## config.mk

```make
export PLATFORM = sky130hd
export DESIGN_NAME = sdio_cmd_flat
export DESIGN_NICKNAME = d
export VERILOG_FILES = /design/src/rtl/sdio_cmd_if.sv /design/src/rtl/sdio_cmd.sv /design/src/flat_wrapper.sv
export SDC_FILE = /design/constraint.sdc
export NUM_CORES = 1
export LEC_CHECK = 0
export CAP_MARGIN = 20
export CORE_MARGIN = 10
export CORE_UTILIZATION = 45
export DETAILED_ROUTE_END_ITERATION = 8
export GPL_ROUTABILITY_DRIVEN = 1
export GPL_TIMING_DRIVEN = 0
export PLACE_DENSITY = 0.67
export SLEW_MARGIN = 20
export SYNTH_ARGS = -nofsm -noshare
export SYNTH_HDL_FRONTEND = slang
export SYNTH_SLANG_ARGS = --single-unit
export TNS_END_PERCENT = 20
```

## constraint.sdc

```tcl
create_clock -name sd_clk -period 4.4 [get_ports sd_clk]
set_clock_uncertainty 0.05 [all_clocks]
set_input_delay 0.88 -clock sd_clk [delete_from_list [all_inputs] [get_ports sd_clk]]
set_output_delay 0.88 -clock sd_clk [all_outputs]
set_load 0.02 [all_outputs]
```

## src/rtl/sdio_cmd_if.sv

```systemverilog
// Bundles the register-block controls, the bit strobes, the CMD pad pins and the status/response outputs of the SD command engine.
interface sdio_cmd_if;
  logic         tx_en;
  logic         rx_en;
  logic         cmd_start;
  logic [5:0]   cmd_index;
  logic [31:0]  cmd_argument;
  logic [1:0]   resp_type;
  logic         cmd_index_check;
  logic         cmd_crc_check;
  logic         pad_cmd_i;
  logic         pad_cmd_o;
  logic         pad_cmd_oe;
  logic [119:0] resp;
  logic [5:0]   resp_index;
  logic [6:0]   resp_crc;
  logic         cmd_busy;
  logic [3:0]   cmd_fsm;
  logic         cmd_complete;
  logic         cmd_timeout_err;
  logic         cmd_crc_err;
  logic         cmd_end_err;
  logic         cmd_index_err;

  modport slave (
    input  tx_en, rx_en, cmd_start, cmd_index, cmd_argument, resp_type,
           cmd_index_check, cmd_crc_check, pad_cmd_i,
    output pad_cmd_o, pad_cmd_oe, resp, resp_index, resp_crc, cmd_busy, cmd_fsm,
           cmd_complete, cmd_timeout_err, cmd_crc_err, cmd_end_err, cmd_index_err
  );

  modport master (
    output tx_en, rx_en, cmd_start, cmd_index, cmd_argument, resp_type,
           cmd_index_check, cmd_crc_check, pad_cmd_i,
    input  pad_cmd_o, pad_cmd_oe, resp, resp_index, resp_crc, cmd_busy, cmd_fsm,
           cmd_complete, cmd_timeout_err, cmd_crc_err, cmd_end_err, cmd_index_err
  );
endinterface

```

## src/rtl/sdio_cmd.sv

```systemverilog
// SD CMD-line engine: serialises a 48-bit command, receives a 48/136-bit response,
// checks CRC7, end bit and index, and holds response/status for the register block.
module sdio_cmd #(
  parameter int NCR_MAX    = 64,
  parameter int NCC_CYCLES = 8
) (
  input  logic sd_clk,
  input  logic rstn,
  input  logic cmd_sd_rst,
  sdio_cmd_if.slave bus
);
  localparam int NCR_W = (NCR_MAX > 1) ? $clog2(NCR_MAX) : 1;
  localparam int NCC_W = (NCC_CYCLES > 1) ? $clog2(NCC_CYCLES) : 1;
  localparam logic [NCR_W-1:0] NCR_LAST = NCR_W'(NCR_MAX - 1);
  localparam logic [NCC_W-1:0] NCC_LAST = NCC_W'(NCC_CYCLES - 1);

  typedef enum logic [3:0] {
    ST_IDLE = 4'd0, ST_TX = 4'd1, ST_WAIT = 4'd2,
    ST_RX = 4'd3, ST_CHECK = 4'd4, ST_NCC = 4'd5
  } state_t;

  state_t           state_q, state_d;
  logic [5:0]       tx_cnt_q, tx_cnt_d;
  logic [39:0]      tx_sr_q, tx_sr_d;
  logic [6:0]       crc_q, crc_d;
  logic [7:0]       rx_cnt_q, rx_cnt_d;
  logic [133:0]     rx_sr_q, rx_sr_d;
  logic [NCR_W-1:0] ncr_cnt_q, ncr_cnt_d;
  logic [NCC_W-1:0] ncc_cnt_q, ncc_cnt_d;
  logic [5:0]       idx_q, idx_d;
  logic [1:0]       rtype_q, rtype_d;
  logic             ichk_q, ichk_d, cchk_q, cchk_d;
  logic             pad_o_q, pad_o_d, pad_oe_q, pad_oe_d;
  logic [119:0]     resp_q, resp_d;
  logic [5:0]       resp_index_q, resp_index_d;
  logic [6:0]       resp_crc_q, resp_crc_d;
  logic             complete_q, complete_d;
  logic             tout_err_q, tout_err_d, crc_err_q, crc_err_d;
  logic             end_err_q, end_err_d, idx_err_q, idx_err_d;
  logic             is48;
  logic             rx_crc_bit;

  function automatic logic [6:0] crc7_next(input logic [6:0] c, input logic b);
    logic fb;
    fb = b ^ c[6];
    return {c[5:0], 1'b0} ^ (fb ? 7'h09 : 7'h00);
  endfunction

  // Response types 2 and 3 are both short (48-bit) responses.
  assign is48 = rtype_q[1];
  // Short responses cover tx bit..payload; R2 covers only the [127:8] field.
  assign rx_crc_bit = is48 ? (rx_cnt_q < 8'd39) : ((rx_cnt_q >= 8'd7) && (rx_cnt_q < 8'd127));

  always_ff @(posedge sd_clk or negedge rstn) begin
    if (!rstn) begin
      state_q      <= ST_IDLE;
      tx_cnt_q     <= '0;
      tx_sr_q      <= '0;
      crc_q        <= '0;
      rx_cnt_q     <= '0;
      rx_sr_q      <= '0;
      ncr_cnt_q    <= '0;
      ncc_cnt_q    <= '0;
      idx_q        <= '0;
      rtype_q      <= '0;
      ichk_q       <= 1'b0;
      cchk_q       <= 1'b0;
      pad_o_q      <= 1'b1;
      pad_oe_q     <= 1'b0;
      resp_q       <= '0;
      resp_index_q <= '0;
      resp_crc_q   <= '0;
      complete_q   <= 1'b0;
      tout_err_q   <= 1'b0;
      crc_err_q    <= 1'b0;
      end_err_q    <= 1'b0;
      idx_err_q    <= 1'b0;
    end else begin
      state_q      <= state_d;
      tx_cnt_q     <= tx_cnt_d;
      tx_sr_q      <= tx_sr_d;
      crc_q        <= crc_d;
      rx_cnt_q     <= rx_cnt_d;
      rx_sr_q      <= rx_sr_d;
      ncr_cnt_q    <= ncr_cnt_d;
      ncc_cnt_q    <= ncc_cnt_d;
      idx_q        <= idx_d;
      rtype_q      <= rtype_d;
      ichk_q       <= ichk_d;
      cchk_q       <= cchk_d;
      pad_o_q      <= pad_o_d;
      pad_oe_q     <= pad_oe_d;
      resp_q       <= resp_d;
      resp_index_q <= resp_index_d;
      resp_crc_q   <= resp_crc_d;
      complete_q   <= complete_d;
      tout_err_q   <= tout_err_d;
      crc_err_q    <= crc_err_d;
      end_err_q    <= end_err_d;
      idx_err_q    <= idx_err_d;
    end
  end

  always_comb begin
    state_d      = state_q;
    tx_cnt_d     = tx_cnt_q;
    tx_sr_d      = tx_sr_q;
    crc_d        = crc_q;
    rx_cnt_d     = rx_cnt_q;
    rx_sr_d      = rx_sr_q;
    ncr_cnt_d    = ncr_cnt_q;
    ncc_cnt_d    = ncc_cnt_q;
    idx_d        = idx_q;
    rtype_d      = rtype_q;
    ichk_d       = ichk_q;
    cchk_d       = cchk_q;
    pad_o_d      = pad_o_q;
    pad_oe_d     = pad_oe_q;
    resp_d       = resp_q;
    resp_index_d = resp_index_q;
    resp_crc_d   = resp_crc_q;
    complete_d   = 1'b0;
    tout_err_d   = tout_err_q;
    crc_err_d    = crc_err_q;
    end_err_d    = end_err_q;
    idx_err_d    = idx_err_q;

    case (state_q)
      ST_IDLE: begin
        if (bus.cmd_start) begin
          idx_d      = bus.cmd_index;
          rtype_d    = bus.resp_type;
          ichk_d     = bus.cmd_index_check;
          cchk_d     = bus.cmd_crc_check;
          tx_sr_d    = {2'b01, bus.cmd_index, bus.cmd_argument};
          tx_cnt_d   = '0;
          crc_d      = '0;
          rx_cnt_d   = '0;
          ncr_cnt_d  = '0;
          ncc_cnt_d  = '0;
          tout_err_d = 1'b0;
          crc_err_d  = 1'b0;
          end_err_d  = 1'b0;
          idx_err_d  = 1'b0;
          pad_oe_d   = 1'b1;
          pad_o_d    = 1'b1;
          state_d    = ST_TX;
        end
      end
      ST_TX: begin
        if (bus.tx_en) begin
          tx_cnt_d = tx_cnt_q + 6'd1;
          if (tx_cnt_q < 6'd40) begin
            pad_o_d = tx_sr_q[39];
            tx_sr_d = {tx_sr_q[38:0], 1'b0};
            crc_d   = crc7_next(crc_q, tx_sr_q[39]);
          end else if (tx_cnt_q < 6'd47) begin
            pad_o_d = crc_q[6];
            crc_d   = {crc_q[5:0], 1'b0};
          end else if (tx_cnt_q == 6'd47) begin
            pad_o_d = 1'b1;
          end else begin
            // Release the line; the CRC register is reused for the response.
            tx_cnt_d = tx_cnt_q;
            pad_oe_d = 1'b0;
            pad_o_d  = 1'b1;
            crc_d    = '0;
            if (rtype_q == 2'd0) begin
              complete_d = 1'b1;
              state_d    = ST_NCC;
            end else begin
              state_d = ST_WAIT;
            end
          end
        end
      end
      ST_WAIT: begin
        if (bus.rx_en) begin
          if (!bus.pad_cmd_i) begin
            state_d = ST_RX;
          end else if (ncr_cnt_q == NCR_LAST) begin
            tout_err_d = 1'b1;
            complete_d = 1'b1;
            state_d    = ST_NCC;
          end else begin
            ncr_cnt_d = ncr_cnt_q + 1'b1;
          end
        end
      end
      ST_RX: begin
        if (bus.rx_en) begin
          rx_sr_d = {rx_sr_q[132:0], bus.pad_cmd_i};
          if (rx_crc_bit) crc_d = crc7_next(crc_q, bus.pad_cmd_i);
          if (rx_cnt_q == (is48 ? 8'd46 : 8'd134)) state_d = ST_CHECK;
          else rx_cnt_d = rx_cnt_q + 8'd1;
        end
      end
      ST_CHECK: begin
        if (is48) begin
          resp_d       = {88'd0, rx_sr_q[39:8]};
          resp_index_d = rx_sr_q[45:40];
          idx_err_d    = ichk_q && (rx_sr_q[45:40] != idx_q);
        end else begin
          resp_d       = rx_sr_q[127:8];
          resp_index_d = rx_sr_q[133:128];
        end
        resp_crc_d = rx_sr_q[7:1];
        end_err_d  = ~rx_sr_q[0];
        crc_err_d  = cchk_q && (crc_q != rx_sr_q[7:1]);
        complete_d = 1'b1;
        state_d    = ST_NCC;
      end
      ST_NCC: begin
        if (bus.tx_en) begin
          if (ncc_cnt_q == NCC_LAST) state_d = ST_IDLE;
          else ncc_cnt_d = ncc_cnt_q + 1'b1;
        end
      end
      default: state_d = ST_IDLE;
    endcase

    if (cmd_sd_rst) begin
      state_d      = ST_IDLE;
      tx_cnt_d     = '0;
      tx_sr_d      = '0;
      crc_d        = '0;
      rx_cnt_d     = '0;
      rx_sr_d      = '0;
      ncr_cnt_d    = '0;
      ncc_cnt_d    = '0;
      idx_d        = '0;
      rtype_d      = '0;
      ichk_d       = 1'b0;
      cchk_d       = 1'b0;
      pad_o_d      = 1'b1;
      pad_oe_d     = 1'b0;
      resp_d       = '0;
      resp_index_d = '0;
      resp_crc_d   = '0;
      complete_d   = 1'b0;
      tout_err_d   = 1'b0;
      crc_err_d    = 1'b0;
      end_err_d    = 1'b0;
      idx_err_d    = 1'b0;
    end
  end

  assign bus.pad_cmd_o       = pad_o_q;
  assign bus.pad_cmd_oe      = pad_oe_q;
  assign bus.resp            = resp_q;
  assign bus.resp_index      = resp_index_q;
  assign bus.resp_crc        = resp_crc_q;
  assign bus.cmd_busy        = (state_q != ST_IDLE);
  assign bus.cmd_fsm         = state_q;
  assign bus.cmd_complete    = complete_q;
  assign bus.cmd_timeout_err = tout_err_q;
  assign bus.cmd_crc_err     = crc_err_q;
  assign bus.cmd_end_err     = end_err_q;
  assign bus.cmd_index_err   = idx_err_q;
endmodule

```

## src/flat_wrapper.sv

```systemverilog
// flat-port wrapper written by rule: the top's interface ports become plain ports
module sdio_cmd_flat 
#(
  parameter int NCR_MAX    = 64,
  parameter int NCC_CYCLES = 8
)
  (sd_clk, rstn, cmd_sd_rst, bus_tx_en, bus_rx_en, bus_cmd_start, bus_cmd_index, bus_cmd_argument, bus_resp_type, bus_cmd_index_check, bus_cmd_crc_check, bus_pad_cmd_i, bus_pad_cmd_o, bus_pad_cmd_oe, bus_resp, bus_resp_index, bus_resp_crc, bus_cmd_busy, bus_cmd_fsm, bus_cmd_complete, bus_cmd_timeout_err, bus_cmd_crc_err, bus_cmd_end_err, bus_cmd_index_err);
  sdio_cmd_if bus_i ();
  input  logic sd_clk;
  input  logic rstn;
  input  logic cmd_sd_rst;
  input wire logic [$bits(bus_i.tx_en)-1:0] bus_tx_en;
  input wire logic [$bits(bus_i.rx_en)-1:0] bus_rx_en;
  input wire logic [$bits(bus_i.cmd_start)-1:0] bus_cmd_start;
  input wire logic [$bits(bus_i.cmd_index)-1:0] bus_cmd_index;
  input wire logic [$bits(bus_i.cmd_argument)-1:0] bus_cmd_argument;
  input wire logic [$bits(bus_i.resp_type)-1:0] bus_resp_type;
  input wire logic [$bits(bus_i.cmd_index_check)-1:0] bus_cmd_index_check;
  input wire logic [$bits(bus_i.cmd_crc_check)-1:0] bus_cmd_crc_check;
  input wire logic [$bits(bus_i.pad_cmd_i)-1:0] bus_pad_cmd_i;
  output wire logic [$bits(bus_i.pad_cmd_o)-1:0] bus_pad_cmd_o;
  output wire logic [$bits(bus_i.pad_cmd_oe)-1:0] bus_pad_cmd_oe;
  output wire logic [$bits(bus_i.resp)-1:0] bus_resp;
  output wire logic [$bits(bus_i.resp_index)-1:0] bus_resp_index;
  output wire logic [$bits(bus_i.resp_crc)-1:0] bus_resp_crc;
  output wire logic [$bits(bus_i.cmd_busy)-1:0] bus_cmd_busy;
  output wire logic [$bits(bus_i.cmd_fsm)-1:0] bus_cmd_fsm;
  output wire logic [$bits(bus_i.cmd_complete)-1:0] bus_cmd_complete;
  output wire logic [$bits(bus_i.cmd_timeout_err)-1:0] bus_cmd_timeout_err;
  output wire logic [$bits(bus_i.cmd_crc_err)-1:0] bus_cmd_crc_err;
  output wire logic [$bits(bus_i.cmd_end_err)-1:0] bus_cmd_end_err;
  output wire logic [$bits(bus_i.cmd_index_err)-1:0] bus_cmd_index_err;
  assign bus_i.tx_en = bus_tx_en;
  assign bus_i.rx_en = bus_rx_en;
  assign bus_i.cmd_start = bus_cmd_start;
  assign bus_i.cmd_index = bus_cmd_index;
  assign bus_i.cmd_argument = bus_cmd_argument;
  assign bus_i.resp_type = bus_resp_type;
  assign bus_i.cmd_index_check = bus_cmd_index_check;
  assign bus_i.cmd_crc_check = bus_cmd_crc_check;
  assign bus_i.pad_cmd_i = bus_pad_cmd_i;
  assign bus_pad_cmd_o = bus_i.pad_cmd_o;
  assign bus_pad_cmd_oe = bus_i.pad_cmd_oe;
  assign bus_resp = bus_i.resp;
  assign bus_resp_index = bus_i.resp_index;
  assign bus_resp_crc = bus_i.resp_crc;
  assign bus_cmd_busy = bus_i.cmd_busy;
  assign bus_cmd_fsm = bus_i.cmd_fsm;
  assign bus_cmd_complete = bus_i.cmd_complete;
  assign bus_cmd_timeout_err = bus_i.cmd_timeout_err;
  assign bus_cmd_crc_err = bus_i.cmd_crc_err;
  assign bus_cmd_end_err = bus_i.cmd_end_err;
  assign bus_cmd_index_err = bus_i.cmd_index_err;
  sdio_cmd #(.NCR_MAX(NCR_MAX), .NCC_CYCLES(NCC_CYCLES)) u_core (.sd_clk(sd_clk), .rstn(rstn), .cmd_sd_rst(cmd_sd_rst), .bus(bus_i));
endmodule
```

==> run summary <==
Min Hold Slack: 0.1698 ns
CTS Sinks: 357
dpl cell area: 17260 µm²
worst-path maximum fanout: 10
maxcap violations: 0
placed cells: 2043
WP data required: 3.47 ns
diode count: 0
chip height: 200.5 µm
Arr. time, crit path: 2.53 ns
power density cells: 454.6 nW/µm²
hold_buf cts: 0
TNS Setup: 0 ns
Iter 0 DRT Violations: 899
Tot GR Track Use: 0.1843
Final Cycle Share: 0.7868
CTS tree: yes
Die Width: 200.5 µm
clk_lat worst skew: 0.52 ns
fraction of final layout cells sized beyond drive strength 1: 0.05752
Layout area overhead: 26.61%
Clk pwr share: 0.392
critical path class: flop to output pin
Via Count: 11.39k
Nets: 1697
Final Max Tran Viols: 0
Setup Buffers After CTS: 0
DPL Wire Length: 26530 µm
fmax: 0.2889 GHz
Final setup viols: 0
Max-slew headroom: 0.3637
final instance count without filler cells: 2111
final wirelength: 37760 µm
first-pass GRT wire length: 61790 µm
Fill cells: 2782
number of synthesized flops with an enable pin: 0
Yosys warnings: 0
clk root buf: clkbuf_16
worst hold-check path type: input port to async pin
leakage power: 0.008022 µW
post-DR vias/cell: 5.396
area of the die: 40190 µm²
Clk pin slew, worst setup/hold paths: 0.06 ns
vias in the first global route: 11.38k
Psw: 2403 µW
grt total ovfl: 0
htree depth: 2
CTS Buf Count: 39
Cells after Synth: 1405
DR WL/cell: 17.89 µm
antenna violations before repair: 1
worst slew pin tran: 0.9472 ns
Critical Path End Type: output pin
ys flop type: dfrtp_1
DRC viols: 0
Netlist cell types: 68
P_int: 6033 µW
Yosys reg bits: 357
I/O pin cnt: 194
Placer Congestion: 0.8689
sw frac: 0.2849
Initial Utilization: 0.4528
Post-synth ARST share: 1.000
Core Util, Final: 0.5734
pin count of the biggest net entering global routing: 104
Comb pwr share: 0.174
RSZ-0062 raised after global routing: false
PortBufs: 192
Seq pwr share: 0.434
row cnt: 66
core area: 32370 µm²
sequential area share after synthesis: 0.6095
Post-Syn Area: 14660 µm²
ANT nets after route: 0
Hold Vio Cnt, Final: 0
CP Launch Type: flop
post-synth net total: 1460
final standard cell area without fillers: 18560 µm²
CTS Buffer Depth: 3
post-CTS sizing: 0
outcome: completed
Mapped Avg Cell Area: 10.43 µm²
crit path time final: 3.462 ns
drt first pass iters: 5
VDD IR max: 305.1 µV
-- cell families (layout without fill, tap and decap cells) --
| kind of cell | Yosys count | after routing | share of synthesized area |
|---|---|---|---|
| xor+xnor | 22 | 22 | 0.01314 |
| flops | 357 | 357 | 0.6095 |
| fa+ha+maj | 6 | 6 | 0.005121 |
| mux | 23 | 23 | 0.01673 |
| simple gates | 456 | 456 | 0.1295 |
| other cells | 1 | 1 | 0.0002558 |
| compound gates | 417 | 417 | 0.1930 |
| buf+inv | 123 | 387 | 0.03278 |
-- cell type report --
class | instances | area [µm²] | share of cell area
well taps | 442 | 553.0 | 0.02980
repair buffers | 196 | 2037 | 0.1097
inverters | 16 | 60.06 | 0.003236
plain buffers | 107 | 420.4 | 0.02265
clock buffers | 59 | 1181 | 0.06364
flip-flops and latches | 357 | 8935 | 0.4814
clock inverters | 9 | 123.9 | 0.006674
multi-input cells | 925 | 5250 | 0.2829
-- stage by stage --
step / total power (µW) / setup WS [ns]
global placement: 5135 / -13.06
global route: 8834 / 0.8212
CTS: 8501 / 0.9495
detailed placement: 5178 / 0.5846
finish: 8437 / 0.9382
floorplan: 4639 / 1.832
-- path summary, 6_finish.rpt --
path                                             to  cells after the start  slack (ns)                     start
setup / recovery                       bus_cmd_busy                      5        0.94     u_core.bus.cmd_fsm[0]
max in group asynchronous       u_core.rx_sr_q[114]                      4        2.65                      rstn
min in group sd_clk        u_core.bus.resp_index[5]                      2        0.43  u_core.bus.resp_index[5]
hold / removal                   u_core.bus.resp[6]                      1        0.17                      rstn
setup reg to reg               u_core.bus.resp[115]                      6        1.11     u_core.bus.cmd_fsm[2]
hold reg to reg            u_core.bus.resp_index[5]                      2        0.43  u_core.bus.resp_index[5]
-- routing by layer --
metal / up-vias / wire [µm] / GRT usage
li1: 5409 / - / -
met1: 5583 / 17220 / 0.2520
met2: 343 / 16740 / 0.2791
met3: 54 / 2884 / 0.05406
met4: 2 / 887 / 0.05329
met5: - / 20 / 0
-- critical path: stages, from the launching register on --
cell and delay [ns]:
dfrtp_1 0.34, buf_2 0.20, buf_2 0.27, clkbuf_1 0.43, or3_1 0.18, clkdlybuf4s50_1 0.60
-- registers in the layout, summed over array words and instances (netlist names), 2 cells and up --
register               cells
u_core.ncr_cnt_q           6
u_core.bus.resp_index      6
u_core.tx_sr_q            40
u_core.rtype_q             2
u_core.ncc_cnt_q           3
u_core.tx_cnt_q            6
u_core.rx_cnt_q            8
u_core.bus.resp          120
u_core.idx_q               6
u_core.bus.resp_crc        7
u_core.crc_q               7
u_core.rx_sr_q           134
u_core.bus.cmd_fsm         3
-- Yosys cell counts (2+ instances only) --
cell | instances | share of area
dfrtp_1 | 356 | 0.61
nand2_1 | 318 | 0.081
a21oi_1 | 182 | 0.062
a22o_1 | 130 | 0.078
clkbuf_1 | 90 | 0.023
nor2_1 | 67 | 0.017
a22oi_1 | 37 | 0.019
nand3_1 | 26 | 0.0089
o21ai_0 | 25 | 0.0085
inv_1 | 16 | 0.0041
mux2i_1 | 14 | 0.0096
xnor2_1 | 13 | 0.0078
buf_1 | 9 | 0.0023
xor2_1 | 9 | 0.0054
mux2_2 | 8 | 0.0061
buf_2 | 6 | 0.0020
ha_1 | 6 | 0.0051
nor3_1 | 6 | 0.0020
o21ai_1 | 6 | 0.0020
and3_1 | 4 | 0.0017
nor2b_1 | 4 | 0.0017
o22ai_1 | 4 | 0.0017
o31ai_1 | 4 | 0.0020
or3_1 | 4 | 0.0017
o21a_1 | 3 | 0.0015
or4_1 | 3 | 0.0015
or4b_1 | 3 | 0.0020
a2111oi_4 | 2 | 0.0038
a211oi_1 | 2 | 0.0010
a31oi_1 | 2 | 0.00085
and2_1 | 2 | 0.00085
and4b_1 | 2 | 0.0014
nand4_1 | 2 | 0.00085
nor3b_1 | 2 | 0.0010
nor4_1 | 2 | 0.00085
nor4b_1 | 2 | 0.0012
o211ai_1 | 2 | 0.0010
or3b_1 | 2 | 0.0012
-- layout by cell type, fill, tap and decap left out, types with 5 or more instances in the layout --
cell type,n
buf_1,9
nor2_1,66
nand3_1,26
mux2i_1,14
o21ai_0,25
a22oi_1,37
a21oi_1,181
clkinv_2,5
mux2_2,8
o21ai_1,6
inv_1,16
clkbuf_1,97
xor2_1,9
dfrtp_1,356
clkbuf_16,39
nand2_1,318
ha_1,6
clkbuf_8,13
a22o_1,130
buf_2,6
clkdlybuf4s50_1,191
nor3_1,6
xnor2_1,13
-- power by group through the flow --
stage / combinational (µW) / clock, µW / sequential, µW
CTS: 1470 / 3370 / 3660
floorplan: 933 / 0 / 3710
global route: 1640 / 3500 / 3690
finish: 1470 / 3310 / 3660
global placement: 1420 / 0 / 3710
detailed placement: 1470 / 0 / 3710
(Power assumes the default switching activity.)
